===== config.mk =====
export PLATFORM = sky130hd
export DESIGN_NAME = dtree_channel_sched
export DESIGN_NICKNAME = d
export VERILOG_FILES = /design/src/rtl/dtree_channel_sched.sv
export SDC_FILE = /design/constraint.sdc
export NUM_CORES = 1
export LEC_CHECK = 0
export BUFFER_PORTS_ARGS = -buffer_cell sky130_fd_sc_hd__buf_2
export CAP_MARGIN = 25
export CORE_AREA = 3 3 87 89
export DETAILED_ROUTE_END_ITERATION = 10
export DIE_AREA = 0 0 90 92
export GPL_TIMING_DRIVEN = 1
export PLACE_DENSITY_LB_ADDON = 0.2
export SLEW_MARGIN = 20
export SYNTH_ARGS = -nofsm -noshare
export SYNTH_HDL_FRONTEND = slang
export SYNTH_SLANG_ARGS = --single-unit

===== constraint.sdc =====
create_clock -name clk -period 4.6 [get_ports clk]
set_input_delay 0.69 -clock clk [delete_from_list [all_inputs] [get_ports clk]]
set_output_delay 0.69 -clock clk [all_outputs]
set_load 0.01 [all_outputs]

===== src/rtl/dtree_channel_sched.sv =====
// Round-robin scheduler sharing one dtree engine between CHANNELS single-entry channel buffers.
// Define DTREE_SCHED_FIXED_PRIO_EN for fixed priority (lowest full channel wins).
module dtree_channel_sched #(
   parameter int CHANNELS  = 4,
   parameter int IN_WIDTH  = 10,
   parameter int TAG_DEPTH = 8
) (
   input  logic                          clk,
   input  logic                          reset,
   input  logic [CHANNELS*IN_WIDTH-1:0]  ch_sample,
   input  logic [CHANNELS-1:0]           ch_valid,
   output logic [CHANNELS-1:0]           ch_ready,
   output logic [IN_WIDTH-1:0]           tree_sample,
   output logic                          tree_valid,
   input  logic [1:0]                    tree_level,
   input  logic [1:0]                    tree_path,
   input  logic                          tree_out_valid,
   output logic [$clog2(CHANNELS)-1:0]   res_channel,
   output logic [1:0]                    res_level,
   output logic [1:0]                    res_path,
   output logic                          res_valid,
   output logic                          err_orphan
);
   localparam int CW = $clog2(CHANNELS);
   localparam int AW = $clog2(TAG_DEPTH);
   localparam logic [AW:0] CNT_FULL = (AW+1)'(TAG_DEPTH);
   localparam logic [CW:0] CH_CNT   = (CW+1)'(CHANNELS);

   logic [CHANNELS-1:0] r_full;
   logic [IN_WIDTH-1:0] r_buf [CHANNELS];
   logic [CW-1:0]       r_ptr;
   logic [CW-1:0]       r_tag [TAG_DEPTH];
   logic [AW-1:0]       r_wptr;
   logic [AW-1:0]       r_rptr;
   logic [AW:0]         r_count;
   logic [IN_WIDTH-1:0] r_tree_sample;
   logic                r_tree_valid;
   logic [CW-1:0]       r_res_channel;
   logic [1:0]          r_res_level;
   logic [1:0]          r_res_path;
   logic                r_res_valid;
   logic                r_err_orphan;

   logic [CW:0]   w_pick;
   logic          w_grant;
   logic [CW-1:0] w_gidx;
   logic          w_tag_full;
   logic          w_tag_empty;
   logic          w_pop;

   // Returns {found, index} of the first full channel at or after ptr, wrapping.
   function automatic logic [CW:0] f_pick(input logic [CHANNELS-1:0] full,
                                          input logic [CW-1:0] ptr);
      logic [CW:0] res;
      logic [CW:0] sum;
      res = '0;
      for (int k = CHANNELS - 1; k >= 0; k--) begin
         sum = {1'b0, ptr} + (CW+1)'(k);
         sum = (sum >= CH_CNT) ? (sum - CH_CNT) : sum;
         res = full[sum[CW-1:0]] ? {1'b1, sum[CW-1:0]} : res;
      end
      return res;
   endfunction

   // Arbitration and tag FIFO status; a full FIFO blocks the grant even if a pop lands this cycle.
   always_comb begin
      w_tag_full  = (r_count == CNT_FULL);
      w_tag_empty = (r_count == '0);
      w_pop       = tree_out_valid & ~w_tag_empty;
`ifdef DTREE_SCHED_FIXED_PRIO_EN
      w_pick      = f_pick(r_full, '0);
`else
      w_pick      = f_pick(r_full, r_ptr);
`endif
      w_grant     = w_pick[CW] & ~w_tag_full;
      w_gidx      = w_pick[CW-1:0];
   end

   // Channel buffers: a buffer is only loaded while empty and only drained while full.
   always_ff @(posedge clk) begin
      if (reset) begin
         r_full <= '0;
         for (int i = 0; i < CHANNELS; i++) begin
            r_buf[i] <= '0;
         end
      end else begin
         for (int i = 0; i < CHANNELS; i++) begin
            if (ch_valid[i] && !r_full[i]) begin
               r_buf[i]  <= ch_sample[i*IN_WIDTH +: IN_WIDTH];
               r_full[i] <= 1'b1;
            end else if (w_grant && (w_gidx == CW'(i))) begin
               r_full[i] <= 1'b0;
            end
         end
      end
   end

   // Issue to the engine and round-robin pointer advance.
   always_ff @(posedge clk) begin
      if (reset) begin
         r_tree_sample <= '0;
         r_tree_valid  <= 1'b0;
         r_ptr         <= '0;
      end else begin
         r_tree_valid <= w_grant;
         if (w_grant) begin
            r_tree_sample <= r_buf[w_gidx];
         end
`ifdef DTREE_SCHED_FIXED_PRIO_EN
         r_ptr <= '0;
`else
         if (w_grant) begin
            r_ptr <= (w_gidx == CW'(CHANNELS - 1)) ? '0 : (w_gidx + CW'(1));
         end
`endif
      end
   end

   // In-order tag FIFO holding the channel of every in-flight sample.
   always_ff @(posedge clk) begin
      if (reset) begin
         r_wptr  <= '0;
         r_rptr  <= '0;
         r_count <= '0;
      end else begin
         if (w_grant) begin
            r_tag[r_wptr] <= w_gidx;
            r_wptr        <= r_wptr + AW'(1);
         end
         if (w_pop) begin
            r_rptr <= r_rptr + AW'(1);
         end
         case ({w_grant, w_pop})
            2'b10:   r_count <= r_count + (AW+1)'(1);
            2'b01:   r_count <= r_count - (AW+1)'(1);
            default: r_count <= r_count;
         endcase
      end
   end

   // Result tagging and sticky orphan flag.
   always_ff @(posedge clk) begin
      if (reset) begin
         r_res_valid   <= 1'b0;
         r_res_channel <= '0;
         r_res_level   <= 2'b00;
         r_res_path    <= 2'b00;
         r_err_orphan  <= 1'b0;
      end else begin
         r_res_valid <= w_pop;
         if (w_pop) begin
            r_res_channel <= r_tag[r_rptr];
            r_res_level   <= tree_level;
            r_res_path    <= tree_path;
         end
         if (tree_out_valid && w_tag_empty) begin
            r_err_orphan <= 1'b1;
         end
      end
   end

   assign ch_ready    = ~r_full;
   assign tree_sample = r_tree_sample;
   assign tree_valid  = r_tree_valid;
   assign res_channel = r_res_channel;
   assign res_level   = r_res_level;
   assign res_path    = r_res_path;
   assign res_valid   = r_res_valid;
   assign err_orphan  = r_err_orphan;

endmodule


; ---- Word-level counts from Yosys, hierarchy flattened
; Memories as Yosys holds them, arrays and structs flattened. A register that Yosys moved wholly into a read port is not among the register bits.
; Index checks and enable logic that the tools add are counted.
; W data, S select, Z words.
[totals]
register_bits = 23
latchBits = 0
ram_bits = 56
romBits = 0
in_bits = 51
output_inout_bits = 23
word_cells = 117
n_memories = 2
[mem_list]
columns = memory, depth, width, rd, rd_ports_with_merged_regs, write_ports, line_no
row1 = r_buf, 4, 10, 1, 1, 4, 30  ; logic [IN_WIDTH-1:0] r_buf [CHANNELS];
row2 = r_tag, 8, 2, 1, 1, 1, 32  ; logic [CW-1:0] r_tag [TAG_DEPTH];
[op_classes]
add_sub_neg = 12
n_mul = 0
div_mod_pow = 0
n_lt_le_gt_ge = 8
eq_ne = 6
shift = 0
muxes = 47
bitwise_logic = 9
n_reduce_logical = 20
[ops]
columns = op, count
row1 = $mux W10, 4
row2 = $mux W1, 29
row3 = $lt A2 B3 Y1 const B, 4
row4 = $mux W3, 4
row5 = $mux W2, 5
row6 = $reduce_bool A2 Y1, 5
row7 = $ge A3 B3 Y1 const B, 3
row8 = $logic_and A1 B1 Y1, 9
row9 = $bmux W1 S2, 4
row10 = $pmux W4 S2, 1
row11 = $sub A2 B1 Y2 const B, 4
row12 = $add A2 B2 Y3 const B, 2
row13 = $add A3 B1 Y3 const B, 2
row14 = $eq A2 B2 Y1 const B, 3
row15 = $add A4 B1 Y4 const B, 1
row16 = $eq A2 B1 Y1 const B, 2
row17 = $eq A4 B4 Y1 const B, 1
row18 = $logic_not A1 Y1, 4
row19 = $logic_not A4 Y1, 1
row20 = $not A4 Y4, 1
row21 = $or A1 B1 Y1, 4
row22 = $sub A4 B1 Y4 const B, 1
row23 = $add A2 B1 Y3 const B, 1
row24 = $ge A2 B3 Y1 const B, 1
row25 = 4 further kinds, 6

; ---- Logic depth before layout (Yosys ltp)
; Gate-level depths: netlist (run 1).
[logic_depth]
depth_word = 13
ltp_mapped = 12
mapped_depth_nobuf = 10

; ---- Worst setup path before layout (run 1)
; No wires, ideal clock.
[synth_path]
kind = input -> register
from = input tree_out_valid
to = register r_count[2]
arrival_time_ps = 2380
t_required_ps = 4529
path_slack_ps = 2149
stages = 9
path_buffers = 1
cell_sequence = nor2b_1 -> buf_2 -> ha_1 -> xor2_1 -> ha_1 -> a21oi_1 -> xor2_1 -> or3_1 -> a21oi_1
[synth_between]
elab_chain_cells = 3
[synth_lines]
columns = element, line_no
row1 = start: declaration, 17  ; input logic tree_out_valid,
row2 = $and A1 B1 Y1 *, 69  ; w_pop = tree_out_valid & ~w_tag_empty;
row3 = via w_pop, 49  ; logic w_pop;
row4 = $eq A2 B1 Y1 or $eq A2 B2 Y1 (tied branches), 133  ; case ({w_grant, w_pop})
row5 = $pmux W4 S2 or $reduce_bool A2 Y1 (tied branches), n/a
row6 = end signal: assignment, 134  ; 2'b10: r_count <= r_count + (AW+1)'(1);
row7 = end signal: assignment, 135  ; 2'b01: r_count <= r_count - (AW+1)'(1);
row8 = end signal: assignment, 136  ; default: r_count <= r_count;
row9 = end: declaration, 35  ; logic [AW:0] r_count;
; The timed path passes the listed nets; every way through them passes the cells marked *.
; A chain may end at the register's enable or synchronous reset.

; ---- Worst setup path in the final report (run 1)
[layout_path]
from = register r_count[1]
to = register r_count[2]
[layout_between]
elab_chain_cells = 5
[layout_lines]
columns = element, line_no
row1 = $eq A4 B4 Y1 or $logic_not A4 Y1 (tied branches), "67, 68"
row2 = "$not A1 Y1, on equally long branches", "75, 69"
row3 = "$and A1 B1 Y1, on equally long branches", "75, 69"
row4 = $eq A2 B1 Y1 or $eq A2 B2 Y1 (tied branches), 133
row5 = $pmux W4 S2 or $reduce_bool A2 Y1 (tied branches), n/a
; Several ways; a longest one is shown, not always the timed one.

==> impl_results.md, run 1 <==
* WL/cell at roughly 16 µm
* Deepest level of the CTS H-tree at 3
* Pin count of the biggest net entering global routing at 31
* Startpoint types: flip-flop
* Starting Density at about 58%
* Worst VDD drop at about 0.35 mV
* Setup TNS at 0 ps
* # setup viols final at 0
* WL met3 at 306 µm
* # Post-CTS Setup Buffers at 0
* Post-CTS resize count at 0
* FMAX at 0.3194 GHz
* ANT cells at 0
* FF-to-FF Start: r_count[1]$_SDFFE_PP0P_
* TritonCTS buffer count at 9
* Share of cells above drive strength 1 at a little over a quarter
* Clock Latency Late Sink at roughly 350 ps
* Fraction of registers with async set/reset at 0%
* Status: complete, no violations
* Syn_nets at approximately 370
* Distinct cell type count after synthesis at 40
* Clock Path Buffers at 2
* Global-route wire length before repair at 12.29 mm
* R2R Setup Slk at 1470 ps
* Syn Std Cell Area at ~4000 µm²
* Seq cells post-synth at between 90 and 100
* Syn Inst Count at 314
* Main flop type after synthesis: edfxtp_1
* Top routing layer in use: met4
* Total wire length at 7.519 mm
* Via count at 2572
* Final hold slack at 477.6 ps
* Post-DP HPWL at about 5.3 mm
* Pre-CTS WS at ~1500 ps
* IO Pins at 74
* Most frequent cells in the layout: buf_2, edfxtp_1, and2_1
* Avg Inst Size Synth at between 10 and 15 µm²
* R2R Path End: r_count[2]$_SDFFE_PP0P_
* Most common cell after layout, fill and taps aside: buf_2
* Layout Skew at approximately 9.5 ps
* CTS tree: yes
* Iter 0 DRT Violations at 122
* EDFF count, synth at between 50 and 60
* Antenna violations before repair at 0
* Crit path required time at approximately 4900 ps
* Sequential-to-total area share from yosys stat at around three fifths
* Unrepaired setup endpoints after global routing: no
* DRC at 0
* CP Max Fanout at 18
* Final worst slack at between 1000 and 1500 ps
* DP Area at around 4300 µm²
* Met1 WL at about 3.2 mm
* Post-CTS Hold Buffers at 0
* TritonRoute pass-1 iters at 4
* Die W at 90 µm
* Fill count at about 560
* Die ar. at slightly above 8000 µm²
* Worst Hold Class: reg2reg
* Static Leak at 1.940 nW
* Post-layout util at about two thirds
* Max-cap violation count at 0
* Clk slew on worst S/H paths at ~90 ps
* Power per cell area at 534.8 nW/µm²
* Layout Nets at around 440
* Root Driver: clkbuf_8
* IO buf count at 73
* CP endpoint kind: flip-flop
* Vias in the first global route at approximately 2600
* Slew Limit Fails at 0
* Worst Reg-to-Reg Cells at 10
* Rel. slew slack at between 30% and 40%
* Total grt overflow at 0
* Worst slew pin tran at between 900 and 1000 ps
* Worst Hold End: err_orphan$_SDFFE_PP0P_
* GRT Resource Usage Total at about a fifth
* Crit Path Class: reg2reg
* Placeable Area at a little under 7000 µm²
* Min cycle time layout at ~3100 ps
* Final instance area at approximately 4600 µm²
* Met2 wire len at approximately 3.9 mm
* Fin. Hold Viols at 0
* Die Ht at roughly 90 µm
* Worst Hold Depth at 2
* DRT antenna net count at 0
* Min-delay src: err_orphan$_SDFFE_PP0P_
* DR vias/cell at roughly 5.3
* Crit path DAT at 3410 ps
* Area delta synth->final at 15.76%
* Final period utilization at about two thirds
* Site Rows at 30
* Clock Sinks at slightly above 90
* GP Congestion at approximately 0.90
* Ys Warns at 0
## per-layer routing
metal	global-route usage, %	up-vias
met4	9.311	0
met5	0	-
met1	23.04	1226
li1	-	1266
met3	3.199	11
met2	32.86	69
## Yosys cell counts, types with 3 or more instances
cell type / number / area share (%)
edfxtp_1: 56 / 43
nand3_1: 11 / 1.4
nor2_1: 26 / 2.5
xor2_1: 5 / 1.1
o221ai_1: 10 / 2.2
inv_1: 6 / 0.57
buf_2: 4 / 0.51
nor4_1: 4 / 0.64
nand2_1: 21 / 2.0
dfxtp_1: 35 / 18
and2_1: 41 / 6.5
o21ai_0: 3 / 0.38
mux4_2: 4 / 2.3
a31o_2: 4 / 0.89
mux2i_1: 29 / 7.4
ha_1: 9 / 2.9
clkbuf_1: 8 / 0.76
a21oi_1: 10 / 1.3
## worst max-delay path by stage
| stage | cells after the start | to | startpoint | slack, ps |
|---|---|---|---|---|
| after global routing | 10 | r_count[2]$_SDFFE_PP0P_ | r_count[1]$_SDFFE_PP0P_ | 1160 |
| after detailed placement | 10 | r_count[2]$_SDFFE_PP0P_ | r_count[1]$_SDFFE_PP0P_ | 1500 |
| after global placement | 10 | r_count[2]$_SDFFE_PP0P_ | r_count[1]$_SDFFE_PP0P_ | 1660 |
| final | 10 | r_count[2]$_SDFFE_PP0P_ | r_count[1]$_SDFFE_PP0P_ | 1470 |
| after CTS | 10 | r_count[2]$_SDFFE_PP0P_ | r_count[1]$_SDFFE_PP0P_ | 1470 |
| after floorplan | 9 | r_count[2]$_SDFFE_PP0P_ | tree_out_valid | 2150 |
## layout make-up
class | instances | area, µm² | area share (%)
clock buffers | 9 | 123.9 | 2.717
clock inverters | 7 | 92.59 | 2.031
inverters | 8 | 30.03 | 0.6586
multi-input cells | 199 | 1430 | 31.37
flip-flops and latches | 91 | 2382 | 52.25
well taps | 96 | 120.1 | 2.634
repair buffers | 75 | 380.4 | 8.342
## stage by stage
| step | cells | total power (W) |
|---|---|---|
| floorplan | 314 | 0.001690 |
| global placement | 469 | 0.001853 |
| detailed placement | 469 | 0.001880 |
| CTS | 485 | 0.002457 |
| global route | 485 | 0.002592 |
| finish | 485 | 0.002438 |
## cells by family (layout without fill, tap and decap cells)
family	Yosys count	count (layout)	synth area share [%]
flip-flops	91	91	60.48
adder cells (fa/ha/maj)	9	9	2.859
multiplexers	33	33	9.657
buffers and inverters	24	99	3.208
AO/OA/AOI/OAI	34	34	6.607
XOR/XNOR	7	7	1.557
AND/OR/NAND/NOR	116	116	15.63
## sequential cells by signal, indices dropped and copies added, names as in the netlist, 3 cells and up
signal and flops:
r_full 4, tree_sample 10, r_count 4, r_buf 40, r_rptr 3, r_tag 16
r_wptr 3
## where the power goes
group          internal, W  switching, W  total (W)
clock network     0.000304      0.000274   0.000578
registers          0.00104      0.000112    0.00115
logic             0.000307      0.000405   0.000712
## critical path: stages, from the launching register on
cell and delay, ps:
dfxtp_1 470, nor3_1 90, a21oi_1 760, inv_2 340
ha_1 380, xor2_1 170, ha_1 180, a21oi_1 140
xor2_1 90, or3_1 310, a21oi_1 130
Power figures use the tool's default switching activity.
==> run 2: changes to the inputs <==
- CORE_AREA: 3 3 87 89 -> 3 3 89 91
- DIE_AREA: 0 0 90 92 -> 0 0 92 94
- clock period: 4.6 -> 3.1 ns (I/O delays scaled with it)
==> run 2 against run 1 <==
Compared with the run above:
- critical endpoint unchanged
- cell count is 1.2% higher
- first-iteration DRC count rose by 11%
- count of clock-buffer cells in the layout increased by 5
- maximum frequency increased by 27%
==> impl_results.md, run 2 (same netlist as run 1, synthesis figures left out) <==
* Max-cap violation count at 0
* Static Leak at approximately 1.9 nW
* Pint at between 0.002 and 0.0025 W
* Slew Limit Fails at 0
* Area of the multi-input gates at 1430 µm²
* Vias in the first global route at 2517
* Die Ht at 94 µm
* Comb power frac at ~30%
* Crit Path Class: reg2reg
* Global-route wire length before repair at between 10 and 15 mm
* Clock Path Buffers at 2
* Iter 0 DRT Violations at 135
* Clock Latency Late Sink at around 360 ps
* Area delta synth->final at 15.37%
* Largest register FFs at 40
* Final period utilization at 79.22%
* Crit path DAT at 2740 ps
* GRT Resource Usage Total at 18.64%
* GP Congestion at 0.8382
* Clock group share of total power at between 20% and 30%
* Switch share at around 33%
* DRT antenna net count at 0
* TritonRoute pass-1 iters at 4
* Pin count of the biggest net entering global routing at 30
* # setup viols final at 0
* Max stage delay on crit path at about 380 ps
* Placed Cells at 475
* Via count at between 2000 and 3000
* CP most frequent cell: a21oi_1
* CP max-delay cell: dfxtp_1
* Top reg by flops: r_buf
* Clk slew on worst S/H paths at 80 ps
* Most frequent cells in the layout: buf_2, edfxtp_1, and2_1
* Post-CTS resize count at 0
* Post-DP HPWL at between 5 and 6 mm
* Sw Pwr at 0.001143 W
* Post-CTS Hold Buffers at 0
* Final std cells w/o fill at between 400 and 500
* Rel. slew slack at between 50% and 60%
* DRC at 0
* CP endpoint kind: flip-flop
* Power per cell area at about 770 nW/µm²
* Layout Nets at around 450
* Unrepaired setup endpoints after global routing: no
* Starting Density at between 50% and 60%
* Total wire length at around 7.5 mm
* Antenna violations before repair at 0
* Min cycle time layout at around 2500 ps
* Die W at 92 µm
* CP Max Fanout at 18
* Status: complete, no violations
* ANT cells at 0
* Placeable Area at about 7000 µm²
* IO buf count at between 70 and 80
* Worst slew pin tran at between 600 and 700 ps
* Crit path required time at ~3400 ps
* IO Pins at 74
* Share of cells above drive strength 1 at around 27%
* Startpoint types: flip-flop
* # Post-CTS Setup Buffers at 0
* Cell family with most CP delay: simple AND/OR/NAND/NOR gates
* FF/Latch Area at 2382 µm²
* Most common cell after layout, fill and taps aside: buf_2
* TritonCTS buffer count at 9
* Fin. Hold Viols at 0
* Die ar. at slightly below 9000 µm²
* Critical path cell sequence: nor4_1, a21oi_1, inv_2, ha_1, xor2_1, ha_1, a21oi_1, xor2_1, or3_1, a21oi_1
* Register share of total power at between 40% and 50%
* Root Driver: clkbuf_8
* DR vias/cell at between 5 and 6
* Site Rows at 31
* FMAX at ~0.41 GHz
* Total grt overflow at 0
* Setup TNS at 0 ps
* Crit path buffers/inverters at 1
* Deepest level of the CTS H-tree at 3
* Layout Skew at around 8.5 ps
* CTS tree: yes
* Worst Hold Class: in2reg
* WL/cell at 15.30 µm
* Clock Sinks at a little over 90
* Worst VDD drop at roughly 0.37 mV
* Fill count at 617
[run 2: power by group through the flow]
stage	Clock, W	Combinational, W	Sequential [W]
floorplan	0	0.000799	0.00171
global placement	0	0.00103	0.00172
detailed placement	0	0.00106	0.00173
CTS	0.000736	0.00107	0.00171
global route	0.000789	0.00118	0.00174
finish	0.000722	0.00105	0.00170
[run 2: path summary, 6_finish.rpt]
check                               start                         to  slack [ps]  cells past startpoint
setup / recovery   r_full[3]$_SDFFE_PP0P_    r_count[2]$_SDFFE_PP0P_         640                     10
hold / removal              tree_level[1]  res_level[1]$_SDFFE_PP0P_         340                      3
setup reg to reg   r_full[3]$_SDFFE_PP0P_    r_count[2]$_SDFFE_PP0P_         640                     10
hold reg to reg   err_orphan$_SDFFE_PP0P_    err_orphan$_SDFFE_PP0P_         490                      2
[run 2: layout make-up]
cell class / count / share of cell area (%)
well taps: 99 / 2.726
multi-input cells: 199 / 31.47
inverters: 8 / 0.6608
clock buffers: 14 / 3.579
flip-flops and latches: 91 / 52.42
repair buffers: 78 / 8.866
clock inverters: 2 / 0.2753
[run 2: worst min-delay path: stages]
cell and delay, ps:
buf_2 70, mux2i_1 50, nor2_1 70
[run 2: per-layer routing]
layer	global-route usage [%]	routed length, µm	vias up
met5	0	0	-
met4	8.663	173	0
met3	3.686	370	12
met2	34.00	3953	74
met1	20.96	3014	1194
li1	-	-	1274
[run 2: per-stage QoR]
stage,cell area [µm²],power (W),utilization [%],hold WS (ps),setup slack [ps]
floorplan,3939,0.002508,-,461.8,745.5
global placement,4369,0.002756,60.56,453.5,771.1
detailed placement,4369,0.002795,60.56,465.1,697.0
CTS,4544,0.003509,62.99,335.1,638.2
global route,4544,0.003701,62.99,347.4,380.6
finish,4544,0.003479,62.99,339.0,644.1
